`config.mk`:
```
export PLATFORM = sky130hd
export DESIGN_NAME = cpu_oam_dma
export DESIGN_NICKNAME = d
export VERILOG_FILES = /design/src/rtl/cpu_oam_dma.sv
export SDC_FILE = /design/constraint.sdc
export NUM_CORES = 1
export LEC_CHECK = 0
export BUFFER_PORTS_ARGS = -buffer_cell sky130_fd_sc_hd__buf_2
export CELL_PAD_IN_SITES_DETAIL_PLACEMENT = 1
export CELL_PAD_IN_SITES_GLOBAL_PLACEMENT = 2
export CORE_MARGIN = 2
export CORE_UTILIZATION = 32
export DETAILED_ROUTE_END_ITERATION = 6
export PLACE_DENSITY = 0.92
export SYNTH_ARGS = -nofsm -noshare
export SYNTH_HDL_FRONTEND = slang
export SYNTH_SLANG_ARGS = --single-unit
```
`constraint.sdc`:
```
create_clock -name I_clock -period 5.2 [get_ports I_clock]
set_clock_uncertainty 0.2 [all_clocks]
set_input_delay 0.78 -clock I_clock [delete_from_list [all_inputs] [get_ports I_clock]]
set_output_delay 0.78 -clock I_clock [all_outputs]
set_load 0.03 [all_outputs]
```
`src/rtl/cpu_oam_dma.sv`:
```
// cpu_oam_dma: sprite DMA engine sitting between the 6502 core bus outputs
// and the system bus. A core write to P_DMA_REG halts the core and copies the
// 256-byte page {written byte, 8'h00} to P_OAM_DATA as alternating read/write
// bus cycles. When idle the block is a transparent pass-through.
//
// Optional feature macro: OAM_DMA_ALIGN_EN
//   defined   -> one ALIGN cycle is inserted after HALT when needed so that
//                every READ cycle runs with parity = 0.
//   undefined -> ALIGN is unreachable; every transfer takes 513 bus cycles.
module cpu_oam_dma #(
    parameter logic [15:0] P_DMA_REG  = 16'h4014,
    parameter logic [15:0] P_OAM_DATA = 16'h2004
) (
    input  logic        I_clock,
    input  logic        I_reset,
    input  logic [15:0] I_cpu_addr,
    input  logic [7:0]  I_cpu_wdata,
    input  logic        I_cpu_rdwr,
    input  logic        I_cpu_phy2,
    output logic        O_cpu_ready,
    input  logic [7:0]  I_bus_rdata,
    output logic [15:0] O_bus_addr,
    output logic [7:0]  O_bus_wdata,
    output logic        O_bus_rdwr,
    output logic        O_dma_active
);

    typedef enum logic [2:0] {
        ST_IDLE  = 3'd0,
        ST_HALT  = 3'd1,
        ST_ALIGN = 3'd2,
        ST_READ  = 3'd3,
        ST_WRITE = 3'd4
    } state_t;

    state_t      state;
    state_t      next_state;
    logic [7:0]  page;
    logic [7:0]  count;
    logic [7:0]  latch;
    logic        parity;
    logic        last_phy2;
    logic        strobe;
    logic        trigger_hit;
    logic        need_align;
    logic        last_byte;

    // A bus cycle ends on the registered falling edge of phi2; every state
    // update in this block is qualified by this single-clock strobe.
    assign strobe = last_phy2 & ~I_cpu_phy2;

    // Only a core write to the DMA register starts a transfer; reads of the
    // same address fall through as ordinary bus traffic.
    assign trigger_hit = ~I_cpu_rdwr && (I_cpu_addr == P_DMA_REG);

    // The final byte of the page has been written when count is 8'hFF.
    assign last_byte = (count == 8'hFF);

    // parity is sampled before its toggle on the HALT-ending strobe, so the
    // post-toggle value is ~parity. ALIGN is taken when that value is 1,
    // which leaves every READ cycle starting with parity = 0.
`ifdef OAM_DMA_ALIGN_EN
    assign need_align = ~parity;
`else
    assign need_align = 1'b0;
`endif

    // phi2 edge detector: runs every clock so the strobe is one clock wide.
    always_ff @(posedge I_clock or negedge I_reset) begin
        if (!I_reset) begin
            last_phy2 <= 1'b0;
        end else begin
            last_phy2 <= I_cpu_phy2;
        end
    end

    // State register: advances only at the end of a bus cycle.
    always_ff @(posedge I_clock or negedge I_reset) begin
        if (!I_reset) begin
            state <= ST_IDLE;
        end else if (strobe) begin
            state <= next_state;
        end
    end

    // Next-state logic for the idle / halt / align / read / write sequence.
    always_comb begin
        next_state = state;
        case (state)
            ST_IDLE: begin
                if (trigger_hit) begin
                    next_state = ST_HALT;
                end
            end
            ST_HALT: begin
                next_state = need_align ? ST_ALIGN : ST_READ;
            end
            ST_ALIGN: begin
                next_state = ST_READ;
            end
            ST_READ: begin
                next_state = ST_WRITE;
            end
            ST_WRITE: begin
                next_state = last_byte ? ST_IDLE : ST_READ;
            end
            default: begin
                next_state = ST_IDLE;
            end
        endcase
    end

    // Transfer datapath: source page, byte counter, read-data latch and the
    // free-running bus-cycle parity (cleared only by reset).
    always_ff @(posedge I_clock or negedge I_reset) begin
        if (!I_reset) begin
            page   <= 8'h00;
            count  <= 8'h00;
            latch  <= 8'h00;
            parity <= 1'b0;
        end else if (strobe) begin
            parity <= ~parity;
            case (state)
                ST_IDLE: begin
                    if (trigger_hit) begin
                        page  <= I_cpu_wdata;
                        count <= 8'h00;
                    end
                end
                ST_READ: begin
                    latch <= I_bus_rdata;
                end
                ST_WRITE: begin
                    // 8-bit wrap keeps the source address inside the page.
                    count <= count + 8'd1;
                end
                default: begin
                end
            endcase
        end
    end

    // Output decode from the registered state. In IDLE the core owns the bus
    // combinationally; HALT/ALIGN present the core address as a dummy read.
    always_comb begin
        O_bus_addr  = I_cpu_addr;
        O_bus_wdata = I_cpu_wdata;
        O_bus_rdwr  = I_cpu_rdwr;
        O_cpu_ready = 1'b1;
        case (state)
            ST_IDLE: begin
                O_bus_addr  = I_cpu_addr;
                O_bus_wdata = I_cpu_wdata;
                O_bus_rdwr  = I_cpu_rdwr;
                O_cpu_ready = 1'b1;
            end
            ST_HALT, ST_ALIGN: begin
                O_bus_addr  = I_cpu_addr;
                O_bus_wdata = I_cpu_wdata;
                O_bus_rdwr  = 1'b1;
                O_cpu_ready = 1'b0;
            end
            ST_READ: begin
                O_bus_addr  = {page, count};
                O_bus_wdata = latch;
                O_bus_rdwr  = 1'b1;
                O_cpu_ready = 1'b0;
            end
            ST_WRITE: begin
                O_bus_addr  = P_OAM_DATA;
                O_bus_wdata = latch;
                O_bus_rdwr  = 1'b0;
                O_cpu_ready = 1'b0;
            end
            default: begin
                O_bus_addr  = I_cpu_addr;
                O_bus_wdata = I_cpu_wdata;
                O_bus_rdwr  = I_cpu_rdwr;
                O_cpu_ready = 1'b1;
            end
        endcase
        O_dma_active = ~O_cpu_ready;
    end

endmodule
```
==> results_dict.tcl <==
set metrics [dict create \
    tightest_slew_ns 0.665 \
    rsz0062_at_grt "false" \
    viasPerCell 5.09 \
    fmax_ghz 0.272 \
    clock-root-buffer "clkbuf_8" \
    power.share.switching_pct 26.2 \
    internal_power_mw 0.311 \
    synth_nets 185 \
    final_area_mm2 0.00211 \
    dr.pass1.iters 4 \
    core.rowCount 26 \
    post-route-period-util_pct 70.6 \
    slew_violations 0 \
    critPathRequiredTime_ns 4.22 \
    placed_cell_area_mm2 0.00205 \
    via_count 1411 \
    initial_core_util_pct 33.3 \
    outcome "complete, no violations" \
    worstSetupStartpointType "register" \
    yosysTopAreaCellShare_pct 41.2 \
    p_sw_mw 0.110 \
    placed_cells_incl_taps 273 \
    hold_violations 0 \
    cts.hold.buffers_added 0 \
    synthTopCellsByCount "dfrtp_1 (28), a22o_1 (19), mux2_2 (19), mux2_4 (8), nor2_1 (8)" \
    gp_congestion 0.766 \
    ir_worst_vdd_uv 103 \
    fillCellCount 596 \
    hp-class "register to register" \
    yosys.area.top_type "dfrtp_1" \
    async_reset_ff_share_pct 100 \
    die_w_um 76.9 \
    power_mw 0.421 \
    end_kind "output port" \
    powerDensity_mw_per_mm2 200 \
    synth-edff-count 0 \
    cts_resized 0 \
    die_h_um 76.9 \
    max_slew_margin_pct 55.6 \
    routed_wl_um 4660 \
    grt_max_degree 29 \
    synth_area_leaders "dfrtp_1 (41%), mux2_2 (13%), a22o_1 (9.8%)" \
    ys_ff_latch 28 \
    worst_skew_pair.late_latency_ns 0.27 \
    synth_cell_types 44 \
    diodes 0 \
    crit_fanout 19 \
    synth.most_common_cell "dfrtp_1" \
    synth_cells 148 \
    antenna_found_initial 0 \
    synth_flop_cell "dfrtp_1" \
    cts_buffer_depth 2 \
    io_buffer_count 62 \
    dieArea_mm2 0.00592 \
    r2r_slack_ns 2.92 \
    synth_area_per_cell_um2 11.5 \
    power.share.combinational_pct 16.2 \
    grt_pass1_wl_um 7690 \
    drc 0 \
    yosysWarnings 0 \
    seq_power_share_pct 51.8 \
    io_pins 63 \
    syn2layout_area_growth_pct 24.0 \
    grt_pass1_vias 1513 \
    post_cts_buffers 0 \
    overflow 0 \
    maxCapViolCount 0 \
    tns_ns 0 \
    period_needed_ns 3.67 \
    cts_sinks 28 \
    coreArea_mm2 0.00511 \
    cts_tree "built" \
    drive_gt1_share_pct 50.7 \
    path_clk_slew_ns 0.09 \
    synth_seq_area_share_pct 41.2 \
    grt_usage_pct 16.2 \
    clkPwrFrac_pct 32.0 \
    cts_made_buffers 3 \
    dp_hpwl_um 3620 \
    critical_path_class "register to output port" \
    drt_first_iter_violations 32 \
    p_leak_nw 1.09 \
    final_nets 245 \
    h-tree-depth 1 \
    syn-cell-area_mm2 0.00170 \
    finalSetupViolCount 0 \
    final_cells 277 \
    post_drt_wl_per_cell_um 16.8 \
    utilization_pct 41.3 \
    cp_data_arrival_time_ns 2.69 \
    ant_nets 0 \
]
flip-flops by register name (all words and copies together) (netlist names):
| signal | count |
|---|---|
| count | 8 |
| state | 3 |
| page | 8 |
| last_phy2 | 1 |
| latch | 8 |
layout by cell type (no fill, tap or decap), types with 2 or more instances in the layout:
| cell type | Yosys | final |
|---|---|---|
| mux2_2 | 19 | 19 |
| inv_1 | 2 | 2 |
| a21oi_1 | 3 | 3 |
| dfrtp_1 | 28 | 28 |
| and3_1 | 3 | 3 |
| a21o_1 | 4 | 4 |
| nor2_2 | 2 | 2 |
| buf_2 | 3 | 62 |
| nor2_1 | 8 | 8 |
| nand3b_1 | 2 | 2 |
| nand3_1 | 5 | 5 |
| nor3_1 | 4 | 4 |
| mux2_4 | 8 | 8 |
| clkbuf_8 | 0 | 4 |
| a22o_1 | 19 | 19 |
| o21ai_0 | 2 | 2 |
| nand2_1 | 6 | 6 |
power groups by stage:
stage	Clock (mW)	Combinational [mW]	Sequential (mW)
after floorplan	0	0.0363	0.223
after CTS	0.142	0.0695	0.218
after global placement	0	0.0682	0.223
after detailed placement	0	0.0691	0.223
final	0.135	0.0682	0.218
after global routing	0.151	0.0736	0.218
final cells by class:
class | instances | area [um2] | share of cell area (%)
multi-input combinational | 110 | 941 | 44.6
sequential | 28 | 701 | 33.2
timing repair buffer | 63 | 318 | 15.1
tap | 70 | 87.6 | 4.15
clock buffer | 4 | 55.1 | 2.61
inverter | 2 | 7.51 | 0.356
worst max-delay path: stages, from the launching register on:
cell and delay, ns:
dfrtp_1 0.74, and3b_2 0.41, nor2_1 0.41, buf_4 0.32, mux2_2 0.36, buf_2 0.18
worst paths after layout:
check                      startpoint        endpoint  cells past startpoint
max                          state[2]  O_bus_wdata[6]                      5
min                          latch[0]        latch[0]                      1
max reg2reg                  state[2]        count[0]                      4
min reg2reg                  latch[0]        latch[0]                      1
max in group asynchronous     I_reset        latch[5]                      1
min in group asynchronous     I_reset        latch[3]                      1
metal layers:
layer / routed length, um / GRT usage (%) / up-vias
met1: 2100 / 20.8 / 694
met2: 2290 / 28.2 / 41
met3: 257 / 3.65 / 2
met4: 20 / 2.73 / 0
met5: 0 / 0 / -
li1: - / - / 674
kinds of logic after synthesis:
kind of cell,after synthesis,synth area share (%)
buffers and inverters,10,3.53
adders and majority gates,1,0.735
xor gates and xnor gates,1,0.515
AOI/OAI and AO/OA,35,16.8
DFF,28,41.2
and+or+nand+nor,45,17.0
muxes,28,20.2
metrics by stage:
step	hold WS (ns)	setup slack (ns)
after floorplan	0.277	2.54
after global placement	0.291	1.92
after detailed placement	0.293	1.85
after CTS	0.316	1.53
after global routing	0.344	1.39
final	0.309	1.53
Power figures use the tool's default switching activity.
